`src/rtl/mm_result_packer.sv`:
```
// Reassembles the matrix-multiply result stream into a two-bank ping-pong store and
// replays each matrix as a framed valid/ready stream: header word, then row-major elements.
module mm_result_packer (
  input  logic               clk,
  input  logic               rst,
  input  logic signed [19:0] in_data,
  input  logic               in_valid,
  input  logic               in_legal,
  input  logic               in_row_end,
  input  logic               in_busy,
  output logic signed [19:0] o_data,
  output logic               o_valid,
  input  logic               o_ready,
  output logic               o_hdr,
  output logic               o_last,
  output logic               overflow
);

  typedef enum logic [1:0] {W_IDLE, W_FILL, W_DROP} w_state_e;
  typedef enum logic [1:0] {R_IDLE, R_HDR, R_DATA} r_state_e;

  w_state_e    w_state_q;
  r_state_e    r_state_q;
  logic        wr_bank_q, rd_bank_q;
  logic [2:0]  row_q, col_q, cols_fix_q;
  logic        legal_acc_q, malf_acc_q;
  logic [1:0]  full_q, full_d;
  logic [1:0]  legal_q, malf_q;
  logic [2:0]  rows_q [2];
  logic [2:0]  cols_q [2];
  logic [19:0] mem_q [2][16];
  logic        overflow_q;
  logic [19:0] o_data_q;
  logic        o_valid_q, o_hdr_q, o_last_q;
  logic [1:0]  rr_q, rc_q;

  // Element bookkeeping: a fresh matrix in W_IDLE behaves as position (0,0).
  logic       idle, cur_legal, cur_malf, row_end, in_range;
  logic [2:0] cur_row, cur_col, cur_cols;
  logic [2:0] row_d, col_d, cols_d, rows_c;
  logic       malf_d, accept, commit, wr_en;

  always_comb begin
    idle      = (w_state_q == W_IDLE);
    cur_row   = idle ? 3'd0 : row_q;
    cur_col   = idle ? 3'd0 : col_q;
    cur_cols  = idle ? 3'd0 : cols_fix_q;
    cur_legal = idle ? in_legal : (legal_acc_q & in_legal);
    cur_malf  = idle ? 1'b0 : malf_acc_q;
    row_end   = in_row_end | ~in_busy;
    in_range  = (cur_row < 3'd4) && (cur_col < 3'd4);
    malf_d    = cur_malf | ~in_range;
    cols_d    = cur_cols;
    row_d     = cur_row;
    col_d     = cur_col;
    if (row_end) begin
      if (cur_row == 3'd0)
        cols_d = in_range ? cur_col + 3'd1 : 3'd4;
      else if (cur_col + 3'd1 != cur_cols)
        malf_d = 1'b1;
      row_d = (cur_row == 3'd4) ? 3'd4 : cur_row + 3'd1;
      col_d = 3'd0;
    end else begin
      col_d = (cur_col == 3'd4) ? 3'd4 : cur_col + 3'd1;
    end
    rows_c = (cur_row == 3'd4) ? 3'd4 : cur_row + 3'd1;
    accept = in_valid && ((w_state_q == W_FILL) || (idle && !full_q[wr_bank_q]));
    commit = accept && !in_busy;
    wr_en  = accept && cur_legal && in_range;
  end

  always_ff @(posedge clk) begin
    if (wr_en)
      mem_q[wr_bank_q][{cur_row[1:0], cur_col[1:0]}] <= in_data;
  end

  always_ff @(posedge clk or negedge rst) begin
    if (!rst) begin
      w_state_q   <= W_IDLE;
      wr_bank_q   <= 1'b0;
      row_q       <= 3'd0;
      col_q       <= 3'd0;
      cols_fix_q  <= 3'd0;
      legal_acc_q <= 1'b0;
      malf_acc_q  <= 1'b0;
      legal_q     <= 2'b00;
      malf_q      <= 2'b00;
      rows_q      <= '{default: 3'd0};
      cols_q      <= '{default: 3'd0};
      overflow_q  <= 1'b0;
    end else begin
      case (w_state_q)
        W_IDLE, W_FILL: begin
          if (in_valid && idle && full_q[wr_bank_q]) begin
            overflow_q <= 1'b1;
            if (in_busy) w_state_q <= W_DROP;
          end else if (accept) begin
            row_q       <= row_d;
            col_q       <= col_d;
            cols_fix_q  <= cols_d;
            legal_acc_q <= cur_legal;
            malf_acc_q  <= malf_d;
            if (commit) begin
              legal_q[wr_bank_q] <= cur_legal;
              malf_q[wr_bank_q]  <= cur_legal & malf_d;
              rows_q[wr_bank_q]  <= cur_legal ? rows_c : 3'd0;
              cols_q[wr_bank_q]  <= cur_legal ? cols_d : 3'd0;
              wr_bank_q          <= ~wr_bank_q;
              w_state_q          <= W_IDLE;
            end else begin
              w_state_q <= W_FILL;
            end
          end
        end
        W_DROP: if (in_valid && !in_busy) w_state_q <= W_IDLE;
        default: w_state_q <= W_IDLE;
      endcase
    end
  end

  // Read side: header, then a walk over rows x cols with a stride-4 address.
  logic        rb, hdr_only, first_last, next_last, drain;
  logic [19:0] hdr_word;
  logic [1:0]  nr, nc;

  always_comb begin
    rb         = rd_bank_q;
    hdr_word   = {legal_q[rb], malf_q[rb], 12'b0, rows_q[rb], cols_q[rb]};
    hdr_only   = !legal_q[rb] || malf_q[rb];
    first_last = (rows_q[rb] == 3'd1) && (cols_q[rb] == 3'd1);
    if ({1'b0, rc_q} + 3'd1 == cols_q[rb]) begin
      nc = 2'd0;
      nr = rr_q + 2'd1;
    end else begin
      nc = rc_q + 2'd1;
      nr = rr_q;
    end
    next_last = ({1'b0, nr} + 3'd1 == rows_q[rb]) && ({1'b0, nc} + 3'd1 == cols_q[rb]);
    drain     = o_valid_q && o_ready && o_last_q;
    full_d    = full_q;
    if (drain)  full_d[rd_bank_q] = 1'b0;
    if (commit) full_d[wr_bank_q] = 1'b1;
  end

  always_ff @(posedge clk or negedge rst) begin
    if (!rst) full_q <= 2'b00;
    else      full_q <= full_d;
  end

  always_ff @(posedge clk or negedge rst) begin
    if (!rst) begin
      r_state_q <= R_IDLE;
      rd_bank_q <= 1'b0;
      o_data_q  <= 20'd0;
      o_valid_q <= 1'b0;
      o_hdr_q   <= 1'b0;
      o_last_q  <= 1'b0;
      rr_q      <= 2'd0;
      rc_q      <= 2'd0;
    end else begin
      case (r_state_q)
        R_IDLE: if (full_q[rd_bank_q]) begin
          r_state_q <= R_HDR;
          o_valid_q <= 1'b1;
          o_hdr_q   <= 1'b1;
          o_data_q  <= hdr_word;
          o_last_q  <= hdr_only;
        end
        R_HDR, R_DATA: if (o_ready) begin
          if (o_last_q) begin
            r_state_q <= R_IDLE;
            rd_bank_q <= ~rd_bank_q;
            o_valid_q <= 1'b0;
            o_hdr_q   <= 1'b0;
            o_last_q  <= 1'b0;
            o_data_q  <= 20'd0;
          end else if (r_state_q == R_HDR) begin
            r_state_q <= R_DATA;
            o_hdr_q   <= 1'b0;
            rr_q      <= 2'd0;
            rc_q      <= 2'd0;
            o_data_q  <= mem_q[rb][4'd0];
            o_last_q  <= first_last;
          end else begin
            rr_q     <= nr;
            rc_q     <= nc;
            o_data_q <= mem_q[rb][{nr, nc}];
            o_last_q <= next_last;
          end
        end
        default: r_state_q <= R_IDLE;
      endcase
    end
  end

  assign o_data   = o_data_q;
  assign o_valid  = o_valid_q;
  assign o_hdr    = o_hdr_q;
  assign o_last   = o_last_q;
  assign overflow = overflow_q;

endmodule
```
`config.mk`:
```
export PLATFORM = sky130hd
export DESIGN_NAME = mm_result_packer
export DESIGN_NICKNAME = d
export VERILOG_FILES = /design/src/rtl/mm_result_packer.sv
export SDC_FILE = /design/constraint.sdc
export NUM_CORES = 1
export LEC_CHECK = 0
export ABC_AREA = 1
export BUFFER_PORTS_ARGS = -buffer_cell sky130_fd_sc_hd__buf_2
export CAP_MARGIN = 25
export CORE_ASPECT_RATIO = 0.75
export CORE_MARGIN = 1.5
export CORE_UTILIZATION = 58
export DETAILED_ROUTE_END_ITERATION = 10
export GPL_TIMING_DRIVEN = 0
export PLACE_DENSITY = 0.74
export SYNTH_ARGS = -nofsm -noshare
export SYNTH_HDL_FRONTEND = slang
export SYNTH_SLANG_ARGS = --single-unit
```
`constraint.sdc`:
```
create_clock -name clk -period 7.4 [get_ports clk]
set_input_delay 1.11 -clock clk [delete_from_list [all_inputs] [get_ports clk]]
set_output_delay 1.11 -clock clk [all_outputs]
set_load 0.005 [all_outputs]
```
# Word level (Yosys, flattened, before mapping)
# Memories as Yosys holds them, arrays and structs flattened.
# Cells that the tools add are included.
# op_classes
muxes	83
bitwise_logic	17
add_sub_neg	7
eq_ne	19
n_reduce_logical	38
magnitude_cmp	12
# op_table
op	count
two-way mux 320 bit	1
two-way mux 20 bit	7
binary-select mux 20 bit (select 4 bit)	1
demux 20 bit (select 4 bit)	1
two-way mux 3 bit	19
case mux 20 bit (2 select lines)	1
two-way mux 2 bit	14
two-way mux 1 bit	27
AND reduction 3 bit	6
logical AND 1 bit	17
bitwise mux 6 bit	2
AND reduction 4 bit	3
>= comparator 5 bit, second input constant	2
inverter 4 -> 5 bit	2
adder 2 x 1 -> 3 bit, second input constant	3
equality test 3 bit	3
inequality test 3 bit, second input constant	3
inequality test 2 bit, second input constant	4
case mux 2 bit (2 select lines)	2
adder 3 x 1 -> 3 bit, second input constant	2
equality test 3 x 1 -> 1 bit, second input constant	2
equality test 3 bit, second input constant	2
less-than comparator 3 bit, second input constant	2
inverter 1 bit	6
other kinds (26)	44
# totals
register_bits	63
input_bits	27
memories	1
ram_bits	640
# mem_list
memory	depth	word_bits	rd	rd_ports_with_merged_regs	write_ports	line	text
mem_q	2	320	1	0	1	31	logic [19:0] mem_q [2][16];

# Depth between registers and ports, before layout
# logic_depth
word_depth	14
depth_mapped	22

# Worst setup path before layout
# No wires, ideal clock.
# synth_timing
path_kind	input to register
startpoint	input in_valid
endpoint	memory mem_q[0][140] in the netlist's numbering, enable pin
arrival_time_ns	2.897
path_stages	8
slack_ns	4.107
path_cell_list	inv_1 -> nor2_1 -> inv_1 -> a21oi_2 -> nand3_1 -> nor2_1 -> nand2_1 -> nor2_1
# synth_between
elab_chain_len	5
# synth_rtl
item	line	text
start: declaration	7	input logic in_valid,
logical AND 1 bit	67	accept = in_valid && ((w_state_q == W_FILL) || (idle && !full_q[wr_bank_q]));
logical AND 1 bit (2 in series)	69	wr_en = accept && cur_legal && in_range;
two-way mux 1 bit	73	if (wr_en)
two-way mux 320 bit (not written as such)	74	mem_q[wr_bank_q][{cur_row[1:0], cur_col[1:0]}] <= in_data;
end: declaration	31	
# No other way between the ends.

# Final worst setup path
# layout_timing
startpoint	register rc_q[0]
endpoint	register o_last_q (netlist: o_last)
# layout_between
elab_chain_len	10
word_cells_on_any_way	14
classes_between	add/sub: 4; eq/ne: 3; mux: 6; reduce/logical: 1
# layout_rtl
item	line	text
start: declaration	35	logic [1:0] rr_q, rc_q;
start signal: assignment	186	rc_q <= nc;
adder 2 x 1 -> 3 bit	131	if ({1'b0, rc_q} + 3'd1 == cols_q[rb]) begin
equality test 3 bit	131	
two-way mux 2 bit	131	
adder 2 x 1 -> 3 bit	138	next_last = ({1'b0, nr} + 3'd1 == rows_q[rb]) && ({1'b0, nc} + 3'd1 == cols_q[rb]);
equality test 3 bit	138	
logical AND 1 bit (*)	138	
two-way mux 1 bit (*)	177	end else if (r_state_q == R_HDR) begin
two-way mux 1 bit (*)	170	if (o_last_q) begin
two-way mux 1 bit (*)	169	R_HDR, R_DATA: if (o_ready) begin
case mux 1 bit (2 select lines) (*)	161	case (r_state_q)
end signal: assignment	167	o_last_q <= hdr_only;
end signal: assignment	183	o_last_q <= first_last;
end signal: assignment	188	o_last_q <= next_last;
end: declaration	34	logic o_valid_q, o_hdr_q, o_last_q;
# Mark *: on every way between the ends. The rest lies on a longest branch, timed or not. The select of a mux whose other input is x is not followed.
# A chain may end at the register's enable or synchronous reset.

==> results.cfg <==
[logic_synthesis]
syn_avg_cell_area_um2 = 10.7
synth_top_cells_by_area = edfxtp_1 64%, nor2_1 8.7%, nand2_1 7.8%
yosys_warnings = 0
syn_inst = 2807
yosysTopAreaCellShare_pct = 64.0
ys_seq_area_share_pct = 69.2
ys_types = 37
ys_ff_latch = 703
synth_area_um2 = 30100
syn_nets = 2847
yosysTopAreaCell = edfxtp_1

[power]
power.internal_mw = 8.48
finalPower_mw = 16.1
leakage_nw = 12.9
combPwrFrac_pct = 49.2
p_per_area_nw_per_um2 = 472
swShare_pct = 47.2
clockPowerShare_pct = 22.2
seq_power_share_pct = 28.6
vdd_drop_max_uv = 258
p_sw_mw = 7.57

[layout]
stdcell_count = 3672
areaGrowthSynthToFinish_pct = 13.1
antennaDiodeCount = 0
postLayoutCoreUtil_pct = 66.2
num-fill-cells = 3902
multiInputGateArea_um2 = 8360
final_area_um2 = 34000
seq_area_um2 = 20800
drive_gt1_share_pct = 10.9
final_nets = 2990

[cts]
clk_pin_slew_worst_paths_ps = 60
post-cts-setup-buffers = 0
cts_buffer_depth = 3
cts.repair.resized = 0
tritoncts = yes
cts_hold_buffers = 0
ctsRootBufferMaster = clkbuf_16
numCtsBuffers = 70
clk_latency_ps = 640
cts_max_level = 3
clock_sinks = 703

[worst_setup_path]
r2r_slack_ps = 3610
crit_path_end_kind = flip-flop
rr_startpoint = rc_q[0]
cp_max_fo = 10
start_kind = flip-flop
critPathArrivalTime_ps = 4340
required_ps = 7950
timing.rr.end = o_last
reg2reg_depth = 19
path_class = reg -> reg

[place]
dp_cells = 3544
pre_cts_ws_ps = 3570
port_buffers = 50
hpwl_mm = 69.0
place_area_um2 = 31700
routabilityCongestion = 0.975

[timing]
fin_ws_ps = 3610
hold_slack_ps = 457
fmax_ghz = 0.264
finalSetupViolCount = 0
maxSlewViolCount = 0
rsz0062_at_grt = no
slew_headroom_pct = 27.6
hold_viol = 0
skew_ps = 35.2
worst_slew_pin_slew_ps = 1090
post-route-period-util_pct = 51.2
setup_tns_ps = 0
min_period_ps = 3790

[grt]
grt_pass1_vias = 20818
grt_use_total_pct = 39.2
grt_pass1_wl_mm = 146
antenna_found_initial = 1
grt_overflow = 0
grt_max_degree = 34

[route]
routedWlPerCell_um = 28.2
vias = 22571
first_pass_iters = 6
postRouteWirelength_mm = 103
initialDrtViolationCount = 3698
ant_nets = 0
vias_per_cell = 6.15
route.detailed.drc = 0

[floorplan]
dieArea_um2 = 53200
core-area_um2 = 51300
ioPinCount = 51
rows = 72
fp.dieW_um = 266
die_h_um = 200
start_util_pct = 58.5

[run]
cap_viol_max_count = 0

[min_path]
worstHoldPathType = reg -> reg
whs_path_depth = 2
hp-start = overflow
min_to = overflow

[status]
status = completed
Yosys cell counts, drive strengths merged:
cell	n
o32ai	1
or2	10
clkbuf	60
mux2i	26
o21a	1
inv	80
o221ai	1
nor2	698
o21ai	83
o22ai	6
edfxtp	640
nand4	1
a21oi	21
nand3	297
o211ai	40
xor2	4
ha	13
a31oi	14
xnor2	2
nand2	630
dfrtp	63
buf	97
o31ai	3
clkinv	1
nor3	15
worst max path at each step:
stage	slack, ps	end	depth (start not counted)	from
after CTS	3740	o_last	19	rc_q[0]
after global routing	3510	o_last	19	rc_q[0]
after detailed placement	3570	mem_q[0][30]	9	in_valid
final	3610	o_last	19	rc_q[0]
after global placement	2260	mem_q[0][221]	9	in_valid
after floorplan	4110	mem_q[0][140]	8	in_valid
placed cells by master (no fill, tap or decap), drive strengths merged, types with 2 or more instances in the layout:
master / n
clkbuf: 147
nor3: 15
nand2: 630
clkinv: 28
a21oi: 21
bufinv: 5
buf: 168
o22ai: 6
ha: 13
o211ai: 40
nor2: 698
edfxtp: 640
mux2i: 26
clkinvlp: 6
nand3: 297
dfrtp: 63
or2: 10
a31oi: 14
xor2: 4
o31ai: 3
xnor2: 2
inv: 83
o21ai: 83
kinds of logic after synthesis:
family,synth area share [%]
AOI/OAI and AO/OA,3.32
xor gates and xnor gates,0.262
adders and majority gates,0.541
buffers and inverters,3.69
DFF,69.2
muxes,0.866
and+or+nand+nor,22.1
final cells by class:
cell class              count  share of cell area, %
plain buffers             157                   2.37
clock buffers              87                   5.43
clock inverters            41                   1.20
inverters                  81                  0.894
multi-input cells        1866                   24.6
flip-flops and latches    703                   61.2
well taps                 666                   2.45
repair buffers             71                   1.90
routing by layer:
metal  vias to the layer above  routed length (um)  track usage, %
met5                         -                 120            1.17
met4                         6                3190            11.1
met3                       211               16100            13.4
met2                      1647               42600            54.3
met1                     10893               41400            58.9
li1                       9814                   -               -
state kept, by name, indices dropped and copies added, names as in the netlist, 2 cells and up:
register	flops
mem_q	640
o_data	20
cols_q	6
rows_q	6
col_q	3
cols_fix_q	3
row_q	3
full_q	2
legal_q	2
malf_q	2
r_state_q	2
rc_q	2
rr_q	2
w_state_q	2
critical path, stage by stage, from the launching register on:
cell     delay, ps
dfrtp_1        410
ha_1           280
buf_2          300
nand3_1        120
nand2_1        120
nand3_4        240
nor2_2         210
xor2_2         390
inv_2          100
buf_2          270
ha_1           350
xnor2_1        130
nor3_1         170
nand2_1         70
a21oi_1        120
nand3_1         90
nand2_1         70
nand2_1         80
nand3_1         80
o21a_1         120
power groups by stage:
| stage | clock network (mW) | logic [mW] | registers, mW |
|---|---|---|---|
| final | 3.56 | 7.90 | 4.60 |
| after global routing | 3.69 | 8.26 | 4.61 |
| after CTS | 3.54 | 7.52 | 4.59 |
| after detailed placement | 0 | 7.47 | 4.68 |
| after global placement | 0 | 7.34 | 4.67 |
| after floorplan | 0 | 4.32 | 4.66 |
No activity file was read; power rests on OpenSTA's default activity.
